**config.mk**
```make
export PLATFORM = sky130hd
export DESIGN_NAME = paddle_motion_ctrl
export DESIGN_NICKNAME = d
export VERILOG_FILES = /design/src/rtl/pong_pkg.sv /design/src/rtl/pong_tick_div.sv /design/src/rtl/paddle_motion_ctrl.sv
export SDC_FILE = /design/constraint.sdc
export NUM_CORES = 1
export LEC_CHECK = 0
export ABC_AREA = 0
export CORE_UTILIZATION = 50
export CTS_BUF_LIST = sky130_fd_sc_hd__clkbuf_4 sky130_fd_sc_hd__clkbuf_8
export DETAILED_ROUTE_END_ITERATION = 6
export PLACE_DENSITY = 0.7
export REMOVE_ABC_BUFFERS = 1
export SYNTH_ARGS = -nofsm -noshare
export SYNTH_HDL_FRONTEND = slang
export SYNTH_SLANG_ARGS = --single-unit
```
**constraint.sdc**
```tcl
create_clock -name clk -period 6.4 [get_ports clk]
set_input_delay 0.64 -clock clk [delete_from_list [all_inputs] [get_ports clk]]
set_output_delay 0.64 -clock clk [all_outputs]
set_load 0.05 [all_outputs]
```
**src/rtl/pong_pkg.sv**
```systemverilog
// Shared Pong playfield constants and paddle/ball FSM types.
package pong_pkg;

  localparam int unsigned SCREEN_W = 160;
  localparam int unsigned SCREEN_H = 120;
  localparam int unsigned PADDLE_H = 16;

  typedef enum logic [1:0] {IDLE, ACCEL, CRUISE} paddle_state_t;
  typedef enum logic {DIR_UP, DIR_DOWN} dir_t;

endpackage

```
**src/rtl/pong_tick_div.sv**
```systemverilog
// Free-running move-tick divider; tick is high for the last cycle of each period.
module pong_tick_div #(
  parameter int unsigned TICK_DIV = 833334
) (
  input  logic clk,
  input  logic resetn,
  input  logic clear,
  output logic tick
);

  localparam int unsigned CNT_W = (TICK_DIV > 2) ? $clog2(TICK_DIV) : 1;

  logic [CNT_W-1:0] div_cnt;

  assign tick = (div_cnt == CNT_W'(TICK_DIV - 1));

  always_ff @(posedge clk or negedge resetn) begin
    if (!resetn) begin
      div_cnt <= '0;
    end else if (clear || tick) begin
      div_cnt <= '0;
    end else begin
      div_cnt <= div_cnt + CNT_W'(1);
    end
  end

endmodule

```
**src/rtl/paddle_motion_ctrl.sv**
```systemverilog
// Vertical paddle mover: per-tick source select, speed ramp FSM and playfield clamp.
module paddle_motion_ctrl #(
  parameter int unsigned TICK_DIV   = 833334,
  parameter int unsigned SCREEN_H   = 120,
  parameter int unsigned PADDLE_H   = 16,
  parameter int unsigned MAX_STEP   = 3,
  parameter int unsigned RAMP_TICKS = 8
) (
  input  logic       clk,
  input  logic       resetn,
  input  logic       ai_enable,
  input  logic       ai_up,
  input  logic       ai_down,
  input  logic       btn_up,
  input  logic       btn_down,
  input  logic       freeze,
  input  logic       recentre,
  output logic [7:0] paddle_y,
  output logic       moving,
  output logic       at_top,
  output logic       at_bottom,
  output logic       step_pulse
);
  import pong_pkg::*;

  localparam int unsigned Y_MAX  = SCREEN_H - PADDLE_H;
  localparam int unsigned Y_MID  = Y_MAX / 2;
  localparam int unsigned STEP_W = 3;
  localparam int unsigned RAMP_W = (RAMP_TICKS > 2) ? $clog2(RAMP_TICKS) : 1;

  paddle_state_t     state, state_n;
  dir_t              dir, dir_n, req_dir;
  logic [STEP_W-1:0] step, step_n;
  logic [RAMP_W-1:0] ramp_cnt, ramp_n;
  logic [7:0]        y_n;
  logic [8:0]        y_wide, y_sum;
  logic              pulse_n, do_move, tick;
  logic              req_up, req_down, req_valid;

  pong_tick_div #(.TICK_DIV(TICK_DIV)) u_tick_div (
    .clk    (clk),
    .resetn (resetn),
    .clear  (recentre),
    .tick   (tick)
  );

  // Exactly one of up/down is a request; both or neither means no request.
  assign req_up    = ai_enable ? ai_up   : btn_up;
  assign req_down  = ai_enable ? ai_down : btn_down;
  assign req_valid = req_up ^ req_down;
  assign req_dir   = req_up ? DIR_UP : DIR_DOWN;

  assign moving    = (state != IDLE);
  assign at_top    = (paddle_y == 8'd0);
  assign at_bottom = (paddle_y == 8'(Y_MAX));

  always_ff @(posedge clk or negedge resetn) begin
    if (!resetn) begin
      state      <= IDLE;
      dir        <= DIR_UP;
      step       <= '0;
      ramp_cnt   <= '0;
      paddle_y   <= 8'(Y_MID);
      step_pulse <= 1'b0;
    end else begin
      state      <= state_n;
      dir        <= dir_n;
      step       <= step_n;
      ramp_cnt   <= ramp_n;
      paddle_y   <= y_n;
      step_pulse <= pulse_n;
    end
  end

  always_comb begin
    state_n = state;
    dir_n   = dir;
    step_n  = step;
    ramp_n  = ramp_cnt;
    y_n     = paddle_y;
    pulse_n = 1'b0;
    do_move = 1'b0;
    y_wide  = {1'b0, paddle_y};
    y_sum   = y_wide;

    if (recentre) begin
      state_n = IDLE;
      step_n  = '0;
      ramp_n  = '0;
      y_n     = 8'(Y_MID);
    end else if (tick) begin
      if (freeze || !req_valid) begin
        state_n = IDLE;
        step_n  = '0;
        ramp_n  = '0;
      end else if (state == IDLE || req_dir != dir) begin
        state_n = ACCEL;
        dir_n   = req_dir;
        step_n  = STEP_W'(1);
        ramp_n  = '0;
        do_move = 1'b1;
      end else if (state == ACCEL) begin
        if (ramp_cnt == RAMP_W'(RAMP_TICKS - 1)) begin
          ramp_n = '0;
          if (step < STEP_W'(MAX_STEP)) step_n = step + STEP_W'(1);
        end else begin
          ramp_n = ramp_cnt + RAMP_W'(1);
        end
        if (step_n >= STEP_W'(MAX_STEP)) state_n = CRUISE;
        do_move = 1'b1;
      end else begin
        step_n  = STEP_W'(MAX_STEP);
        do_move = 1'b1;
      end
    end

    // Clamped move in 9 bits so neither direction can wrap.
    if (do_move) begin
      if (dir_n == DIR_UP) begin
        y_sum = (y_wide < 9'(step_n)) ? 9'd0 : y_wide - 9'(step_n);
      end else begin
        y_sum = y_wide + 9'(step_n);
        if (y_sum > 9'(Y_MAX)) y_sum = 9'(Y_MAX);
      end
      y_n     = y_sum[7:0];
      pulse_n = (y_n != paddle_y);
    end
  end

endmodule

```
* After elaboration in Yosys (flattened, before gate mapping) *
Cells that the tools add are included.

operators by class
  add/sub/neg operators = 5
  equality and inequality tests = 6
  bitwise logic cells = 1
  muxes and demuxes = 42
  reduce and logical (&&, ||, !) cells = 13
  order comparisons = 4

operator list
  operator                                                            count
  two-way mux 3 bit                                                   18
  two-way mux 8 bit                                                   6
  adder 20 x 1 -> 20 bit (second input constant)                      1
  == test 20 bit (second input constant)                              1
  two-way mux 20 bit                                                  1
  two-way mux 2 bit                                                   6
  two-way mux 1 bit                                                   11
  adder 8 x 3 -> 9 bit                                                1
  > comparator 9 x 7 -> 1 bit (second input constant)                 1
  == test 8 x 7 -> 1 bit (second input constant)                      1
  zero test 8 bit                                                     1
  < comparator 8 x 3 -> 1 bit                                         1
  != test 8 bit                                                       1
  nonzero test 4 bit                                                  2
  subtractor 8 x 3 -> 8 bit                                           1
  adder 3 x 1 -> 3 bit (second input constant)                        2
  nonzero test 2 bit                                                  3
  == test 3 bit (second input constant)                               1
  greater-or-equal comparator 3 x 2 -> 1 bit (second input constant)  1
  logical OR 1 bit                                                    3
  < comparator 3 x 2 -> 1 bit (second input constant)                 1
  AND reduction 3 bit                                                 1
  == test 2 x 1 -> 1 bit (second input constant)                      1
  zero test 2 bit                                                     1
  4 further kinds                                                     4

storage, ports and cells
  bits in registers = 38
  input port bits = 9

* Depth between registers and ports, before layout *
Gate-level depths: netlist of run 1.

  depth after elaboration = 20
  gate-level depth with buffers = 21

* By module *
Synthesis of run 1 repeated with hierarchy kept, for this count alone.

unflattened totals
  cell total of the unflattened synthesis = 358
  area total of the unflattened synthesis = 2969.1 µm²

modules (own cells, without submodules)
  module              times used  cells an instance  sequential area each (µm²)  area each (µm²)
  paddle_motion_ctrl  1           246                454.2                       1905.6
  pong_tick_div       1           112                500.5                       1063.5

* Worst setup path before layout of run 1 *
OpenSTA, ideal clock, no wires.

  path type = in2reg
  start point = input ai_down
  end point = register step_pulse
  library setup time = 0.139 ns
  cell stages on the path = 15
  data required time = 6.261 ns
  path buffers = 0
  slack = 1.920 ns
  data arrival time = 4.341 ns
  cells stage by stage = xor2_1 > mux2i_1 > nor4_1 > and2_1 > or2_2 > a22oi_1 > ha_1 > nor3b_1 > nor3_1 > or4_1 > o31ai_1 > o21ai_4 > or3_2 > a32oi_1 > a41oi_2

on the way
  cells in the longest elaborated chain, start to end = 14
  elaborated cells on any way between the ends = 23
  those cells by class = 2 x add/sub; 2 x order compare; 1 x eq/ne; 15 x mux; 1 x bitwise; 2 x reduce/logical

ends and longest elaborated chain
  what                         RTL line                   RTL
  start, declared              paddle_motion_ctrl.sv:13   input logic ai_down,
  two-way mux 1 bit (*)        paddle_motion_ctrl.sv:49   assign req_down = ai_enable ? ai_down : btn_down;
  bitwise XOR 1 bit (*)        paddle_motion_ctrl.sv:50   assign req_valid = req_up ^ req_down;
  zero test 1 bit (*)          paddle_motion_ctrl.sv:92   if (freeze || !req_valid) begin
  logical OR 1 bit (*)         paddle_motion_ctrl.sv:92
  two-way mux 3 bit            paddle_motion_ctrl.sv:92
  two-way mux 3 bit            paddle_motion_ctrl.sv:91   end else if (tick) begin
  two-way mux 3 bit            paddle_motion_ctrl.sv:86   if (recentre) begin
  adder 8 x 3 -> 9 bit         paddle_motion_ctrl.sv:122  y_sum = y_wide + 9'(step_n);
  > comparator 9 x 7 -> 1 bit  paddle_motion_ctrl.sv:123  if (y_sum > 9'(Y_MAX)) y_sum = 9'(Y_MAX);
  two-way mux 8 bit            paddle_motion_ctrl.sv:123
  two-way mux 8 bit            paddle_motion_ctrl.sv:119  if (dir_n == DIR_UP) begin
  two-way mux 8 bit            paddle_motion_ctrl.sv:118  if (do_move) begin
  != test 8 bit                paddle_motion_ctrl.sv:126  pulse_n = (y_n != paddle_y);
  two-way mux 1 bit (*)        paddle_motion_ctrl.sv:118
  named net pulse_n            paddle_motion_ctrl.sv:37   logic pulse_n, do_move, tick;
  end signal, assigned         paddle_motion_ctrl.sv:71   step_pulse <= pulse_n;
  end, declared                paddle_motion_ctrl.sv:22   output logic step_pulse

Mark *: on every way through the listed nets, which the timed path passes. The rest lies on a longest branch. The select of a mux whose other input is x is not followed.
A chain may end at the register's enable or synchronous reset.

* Worst setup path after layout of run 1 *
  start point = input ai_enable
  end point = register step_pulse

on the way
  cells in the longest elaborated chain, start to end = 15
  elaborated cells on any way between the ends = 29
  those cells by class = 2 x add/sub; 2 x order compare; 2 x eq/ne; 19 x mux; 1 x bitwise; 3 x reduce/logical

ends and longest elaborated chain
  what                         RTL line                   RTL
  start, declared              paddle_motion_ctrl.sv:11   input logic ai_enable,
  two-way mux 1 bit            paddle_motion_ctrl.sv:48   assign req_up = ai_enable ? ai_up : btn_up;
  two-way mux 1 bit            paddle_motion_ctrl.sv:51   assign req_dir = req_up ? DIR_UP : DIR_DOWN;
  != test 1 bit                paddle_motion_ctrl.sv:96   end else if (state == IDLE || req_dir != dir) begin
  logical OR 1 bit             paddle_motion_ctrl.sv:96
  two-way mux 3 bit            paddle_motion_ctrl.sv:96
  two-way mux 3 bit            paddle_motion_ctrl.sv:92
  two-way mux 3 bit            paddle_motion_ctrl.sv:91
  two-way mux 3 bit            paddle_motion_ctrl.sv:86
  adder 8 x 3 -> 9 bit         paddle_motion_ctrl.sv:122
  > comparator 9 x 7 -> 1 bit  paddle_motion_ctrl.sv:123
  two-way mux 8 bit            paddle_motion_ctrl.sv:123
  two-way mux 8 bit            paddle_motion_ctrl.sv:119
  two-way mux 8 bit            paddle_motion_ctrl.sv:118
  != test 8 bit                paddle_motion_ctrl.sv:126
  two-way mux 1 bit (*)        paddle_motion_ctrl.sv:118
  named net pulse_n            paddle_motion_ctrl.sv:37

Marks and branches as above.

==> results of run 1 <==
per-layer routing:
layer | track usage | share of wire
met5 | 0 | 0
met4 | 0.0981 | 0.016
met3 | 0.0357 | 0.055
met2 | 0.385 | 0.49
met1 | 0.323 | 0.44
flip-flops by register name, summed over array words and instances (netlist names):
name and flops:
dir 1, ramp_cnt 3, u_tick_div.div_cnt 20, paddle_y 8, step 3, state 2, step_pulse 1
cells in the mapped netlist (3+ instances only):
library cell  count  area share
or2_2             4      0.0090
a21oi_1          14       0.025
o311ai_0          4       0.013
and3_1            6       0.013
dfstp_2           3       0.028
nand2b_1          7       0.016
nand3_1          20       0.036
nor3b_1           3      0.0081
ha_1             11       0.049
nor2_1           45       0.060
mux2i_1           6       0.021
or3_1             3      0.0067
clkbuf_1          9       0.012
or4_1             3      0.0081
inv_1            12       0.016
dfrtp_1          35        0.31
nor3_1            5      0.0090
nand4_1           3      0.0067
o21ai_0           8       0.014
a22o_1            5       0.016
xnor2_1           9       0.028
o21a_1            3      0.0081
a31oi_1           5       0.011
o31ai_1           5       0.013
o22ai_1           4      0.0090
buf_6             3       0.012
nand2_1          19       0.026
xor2_1           15       0.047
nor2b_1           7       0.016
critical path: cells and delay by family:
kind                     cells  cell delay (ns)
buffers and inverters        1             0.51
AND/OR/NAND/NOR              7             2.38
XOR/XNOR                     1             0.17
multiplexers                 1             0.46
AO/OA/AOI/OAI                5             1.04
adder cells (fa/ha/maj)      1             0.42
through the flow:
stage / area (sq um) / hold slack, ns
final: 3140 / 0.460
after global routing: 3140 / 0.536
after CTS: 3140 / 0.482
after detailed placement: 3020 / 0.493
after global placement: 3020 / 0.491
after floorplan: 2720 / 0.344
cell families after synthesis:
logic type,after synthesis,synth area share
xor gates and xnor gates,24,0.0752
adders and majority gates,13,0.0636
muxes,7,0.0295
buffers and inverters,26,0.0434
and+or+nand+nor,141,0.269
AOI/OAI and AO/OA,68,0.177
DFF,38,0.342
power groups by stage:
stage	Combinational (mW)	Sequential [mW]	Clock (mW)
after floorplan	0.0217	0.249	0
after global placement	0.0379	0.250	0
after detailed placement	0.0383	0.250	0
after CTS	0.0385	0.245	0.224
after global routing	0.0424	0.246	0.233
final	0.0378	0.245	0.216
path summary, 6_finish.rpt:
check	startpoint	end	slack (ns)	depth (start not counted)
min in group clk	u_tick_div.div_cnt[0]	u_tick_div.div_cnt[0]	0.51	1
max in group asynchronous	resetn	u_tick_div.div_cnt[12]	5.39	1
setup / recovery	ai_enable	step_pulse	0.94	16
hold / removal	resetn	paddle_y[1]	0.46	1
setup reg to reg	u_tick_div.div_cnt[1]	step_pulse	1.41	19
hold reg to reg	u_tick_div.div_cnt[0]	u_tick_div.div_cnt[0]	0.51	1
layout make-up:
cell class              instances  area [sq um]  share of cell area
inverters                      13          48.8              0.0155
repair buffers                 22           210              0.0669
clock buffers                   7          90.1              0.0287
multi-input cells             253          1720               0.547
clock inverters                 1          30.0             0.00956
flip-flops and latches         38           955               0.304
well taps                      70          87.6              0.0279
==> results.py, run 1 <==
metrics = {
    "detailed_routing": {
        "drcViolationCount": 0,
        "drt-wirelength-per-cell_um": 16.5,
        "drtIter0Drc": 178,
        "viasPerCell": 5.99,
        "final_antenna_net_count": 0,
        "drt_wl_total_um": 6680,
        "drt-pass1-iter-count": 4,
        "vias": 2418,
    },
    "placement": {
        "place_congestion": 0.969,
        "pre_cts_slack_ns": 0.691,
        "io_buffers": 20,
        "dp_hpwl_um": 4820,
        "place_inst": 396,
    },
    "worst_hold_path": {
        "min-delay-path-class": "in2async",
    },
    "critical_path": {
        "crit_path_top_delay_cell": "or4_1",
        "path_cells": "clkdlybuf4s50_1, mux2i_1, xnor2_1, and2_1, and2_1, or2_2, a22oi_1, ha_1, nor3b_1, nor3_1, or4_1, o31ai_1, o21ai_4, or3_2, a32oi_1, a41oi_2",
        "path_class": "in2reg",
        "cp-end-kind": "register",
        "cp_common_cell": "and2_1",
        "crit_fanout": 12,
        "worstPathArrival_ns": 5.62,
        "start_kind": "input pin",
        "slowest_delay_ns": 0.59,
        "cp.required_ns": 6.56,
    },
    "finish": {
        "final_common_cell": "nor2_1",
        "drive_above_1_share": 0.105,
        "utilization": 0.600,
        "final_cell_mix": "nor2_1 (45), dfrtp_1 (35), nand3_1 (20), nand2_1 (19), clkdlybuf4s50_1 (19)",
        "syn_to_final_growth_pct": 12.4,
        "fin_nets": 355,
        "n_fill_cell": 478,
        "antenna_cells": 0,
        "layout.cells.non_filler": 404,
    },
    "yosys": {
        "syn_area_sq_um": 2800,
        "ys_warn_count": 0,
        "synth_edf_count": 0,
        "yosysSeqAreaShare": 0.342,
        "synth_seq_cells": 38,
        "synth_cell_types": 62,
        "async_flop_share": 1.00,
        "syn_inst": 317,
        "synthFlopType": "dfrtp_1",
        "avgSynthCellArea_sq_um": 8.82,
    },
    "timing": {
        "fin_ws_ns": 0.937,
        "fmax_ghz": 0.183,
        "maxSlewHeadroom": 0.417,
        "period_minus_slack_ns": 5.46,
        "finalMaxSlewViolations": 0,
        "finalCritPeriodShare": 0.854,
        "hold_viol_final": 0,
        "worstMarginPinSlew_ns": 0.875,
        "rsz0062_at_grt": "false",
        "finClkSkew_ns": 0.00726,
        "setup_viol": 0,
        "fin_setup_tns_ns": 0,
    },
    "global_routing": {
        "grt-ovfl-total": 0,
        "track_usage": 0.240,
        "grt_pass1_vias": 2342,
        "antenna_found_initial": 0,
        "grt_max_degree": 39,
        "grt_first_pass_wirelength_um": 11200,
    },
    "run_status": {
        "outcome": "finished, final reports clean",
    },
    "clock_network": {
        "clkSinkCount": 38,
        "cts_buffer_depth": 2,
        "clock_latency_ns": 0.29,
        "cts_resized": 0,
        "cts_buffers": 5,
        "clk_transition_reported_paths_ns": 0.08,
        "post_cts_buffers": 0,
        "cts_max_level": 2,
        "cts_root_buf": "clkbuf_8",
        "cts_tree": "done",
        "ctsHoldBuffers": 0,
    },
    "die": {
        "fp-row-count": 26,
        "die_w_um": 76.8,
        "die_h_um": 76.8,
        "ios": 21,
        "die_area_sq_um": 5890,
        "core_area_sq_um": 5240,
        "start_util": 0.534,
    },
    "power": {
        "p_int_uw": 388,
        "netSwitchingFraction": 0.222,
        "comb_power_share": 0.076,
        "p_leak_nw": 1.29,
        "switchingPower_uw": 111,
        "clkPwrFrac": 0.433,
        "seqPwrFrac": 0.492,
        "p_per_area_nw_per_um2": 159,
        "peakVddDrop_v": 0.000125,
        "power_uw": 499,
    },
    "flow_run": {
        "maxCapViolCount": 0,
    },
}
(Power assumes the default switching activity.)
==> run 2: changes to the inputs <==
--- a/config.mk
+++ b/config.mk
@@ -6,10 +6,12 @@
 export NUM_CORES = 1
 export LEC_CHECK = 0
 export ABC_AREA = 0
+export CELL_PAD_IN_SITES_DETAIL_PLACEMENT = 1
+export CELL_PAD_IN_SITES_GLOBAL_PLACEMENT = 1
 export CORE_UTILIZATION = 50
 export CTS_BUF_LIST = sky130_fd_sc_hd__clkbuf_4 sky130_fd_sc_hd__clkbuf_8
 export DETAILED_ROUTE_END_ITERATION = 6
-export PLACE_DENSITY = 0.7
+export PLACE_DENSITY_LB_ADDON = 0.1
 export REMOVE_ABC_BUFFERS = 1
 export SYNTH_ARGS = -nofsm -noshare
 export SYNTH_HDL_FRONTEND = slang
==> constraint.sdc (replaced) <==
create_clock -name clk -period 6.45 [get_ports clk]
set_input_delay 0.645 -clock clk [delete_from_list [all_inputs] [get_ports clk]]
set_output_delay 0.645 -clock clk [all_outputs]
set_load 0.05 [all_outputs]
==> run 2 against run 1 <==
  * Non-clock buffer count did not move
  * Global-route usage rose by 3.3 points
  * Sequential share of layout area rose by 0.40 points
  * Total power shrank 12%
  * Combinational power is 2% higher
  * Highest routed layer unchanged
  * Clock-buffer cell count is 2 lower
==> results.py, run 2 (same netlist as run 1, synthesis figures left out) <==
metrics = {
    "run_status": {
        "outcome": "finished, final reports clean",
    },
    "power": {
        "peakVddDrop_v": 0.0000818,
        "p_per_area_nw_per_um2": 141,
        "p_leak_nw": 1.27,
    },
    "die": {
        "fp-row-count": 26,
        "die_area_sq_um": 5890,
        "core_area_sq_um": 5240,
        "ios": 21,
        "die_h_um": 76.8,
        "die_w_um": 76.8,
        "start_util": 0.534,
    },
    "finish": {
        "largest_registers": "u_tick_div.div_cnt: 20 flops, paddle_y: 8 flops",
        "layout.cells.non_filler": 403,
        "largest_register_ffs": 20,
        "drive_above_1_share": 0.102,
        "antenna_cells": 0,
        "top_register": "u_tick_div.div_cnt",
        "final_cell_mix": "nor2_1 (45), dfrtp_1 (35), nand3_1 (20), nand2_1 (19), clkdlybuf4s50_1 (19)",
        "syn_to_final_growth_pct": 10.9,
        "fin_nets": 355,
        "final_common_cell": "nor2_1",
    },
    "placement": {
        "place_congestion": 0.863,
        "dp_hpwl_um": 5580,
        "io_buffers": 20,
        "place_inst": 396,
    },
    "critical_path": {
        "crit_family": "simple AND/OR/NAND/NOR gates",
        "slowest_delay_ns": 0.61,
        "crit_buf_inv": 1,
        "r2r-start": "u_tick_div.div_cnt[1]",
        "cp-end-kind": "register",
        "crit_fanout": 12,
        "cp_common_cell": "and2_1",
        "crit_path_top_delay_cell": "or4_1",
        "path_class": "in2reg",
        "rr_worst_depth": 19,
        "cp.required_ns": 6.60,
        "worstPathArrival_ns": 5.71,
        "path_cells": "clkdlybuf4s50_1, mux2i_1, xnor2_1, and2_1, and2_1, or2_2, a22oi_1, ha_1, nor3b_1, nor3_1, or4_1, o31ai_1, o21ai_4, or3_2, a32oi_1, a41oi_2",
        "start_kind": "input pin",
        "r2r-end": "step_pulse",
        "rrSetupSlack_ns": 1.21,
    },
    "timing": {
        "rsz0062_at_grt": "false",
        "period_minus_slack_ns": 5.56,
        "fin_setup_tns_ns": 0,
        "setup_viol": 0,
        "fmax_ghz": 0.180,
        "finalMaxSlewViolations": 0,
        "finClkSkew_ns": 0.00475,
        "worstMarginPinSlew_ns": 0.858,
        "maxSlewHeadroom": 0.428,
        "finalCritPeriodShare": 0.862,
        "hold_viol_final": 0,
    },
    "clock_network": {
        "cts_max_level": 2,
        "ctsHoldBuffers": 0,
        "cts_buffers": 5,
        "cts_root_buf": "clkbuf_8",
        "post_cts_buffers": 0,
        "clk_transition_reported_paths_ns": 0.08,
        "cts_tree": "done",
        "cts_buffer_depth": 2,
        "clkSinkCount": 38,
        "clock_latency_ns": 0.29,
        "cts_resized": 0,
    },
    "detailed_routing": {
        "drt-wirelength-per-cell_um": 18.5,
        "viasPerCell": 6.00,
        "vias": 2417,
        "drt-pass1-iter-count": 4,
        "drcViolationCount": 0,
        "final_antenna_net_count": 0,
        "drtIter0Drc": 148,
        "drt_wl_total_um": 7450,
    },
    "global_routing": {
        "grt_pass1_vias": 2448,
        "grt-ovfl-total": 0,
        "track_usage": 0.273,
        "antenna_found_initial": 0,
        "grt_first_pass_wirelength_um": 12700,
        "grt_max_degree": 39,
    },
    "worst_hold_path": {
        "min-delay-path-class": "in2async",
    },
    "flow_run": {
        "maxCapViolCount": 0,
    },
}
run 2: worst max path at each step:
stage	startpoint	end	slack (ns)	cells after the start
floorplan	ai_down	step_pulse	1.82	15
global placement	ai_up	step_pulse	0.79	18
detailed placement	ai_enable	step_pulse	0.61	16
CTS	ai_enable	step_pulse	0.91	16
global route	ai_up	step_pulse	0.60	18
finish	ai_enable	step_pulse	0.89	16
run 2: cell type report:
| type | count | area (sq um) |
|---|---|---|
| clock buffer | 5 | 68.8 |
| fill | 640 | 2140 |
| sequential | 38 | 955 |
| timing repair buffer | 22 | 210 |
| clock inverter | 2 | 10.0 |
| multi-input combinational | 253 | 1720 |
| inverter | 13 | 48.8 |
| tap | 70 | 87.6 |
run 2: metal layers:
| metal | up-vias | track usage | share of wire | wire (um) |
|---|---|---|---|---|
| li1 | 1166 | - | - | - |
| met1 | 1206 | 0.395 | 0.50 | 3730 |
| met2 | 41 | 0.427 | 0.46 | 3430 |
| met3 | 4 | 0.0452 | 0.032 | 239 |
| met4 | 0 | 0.0538 | 0.0059 | 44 |
| met5 | - | 0 | 0 | 0 |
run 2: power by group:
group          internal (mW)  switching, mW
clock network         0.0726         0.0831
logic                 0.0141         0.0245
registers              0.241        0.00278
run 2: metrics by stage:
| stage | power, mW | hold slack (ns) | worst slack (ns) | instance area (sq um) | util |
|---|---|---|---|---|---|
| 2_1_floorplan | 0.269 | 0.349 | 1.82 | 2720 | - |
| 3_3_place_gp | 0.286 | 0.490 | 0.793 | 3020 | 0.577 |
| 3_5_place_dp | 0.287 | 0.494 | 0.611 | 3020 | 0.577 |
| 4_1_cts | 0.445 | 0.504 | 0.908 | 3100 | 0.592 |
| 5_1_grt | 0.457 | 0.536 | 0.598 | 3100 | 0.592 |
| 6_report | 0.438 | 0.464 | 0.888 | 3100 | 0.592 |
==> run 3: changes to the inputs <==
--- a/config.mk
+++ b/config.mk
@@ -10,6 +10,7 @@
 export CELL_PAD_IN_SITES_GLOBAL_PLACEMENT = 1
 export CORE_UTILIZATION = 50
 export CTS_BUF_LIST = sky130_fd_sc_hd__clkbuf_4 sky130_fd_sc_hd__clkbuf_8
+export CTS_CLUSTER_DIAMETER = 60
 export DETAILED_ROUTE_END_ITERATION = 6
 export PLACE_DENSITY_LB_ADDON = 0.1
 export REMOVE_ABC_BUFFERS = 1
==> results of run 3 <==
Same layout as run 2: the final DEF is identical, and so are final timing and power.
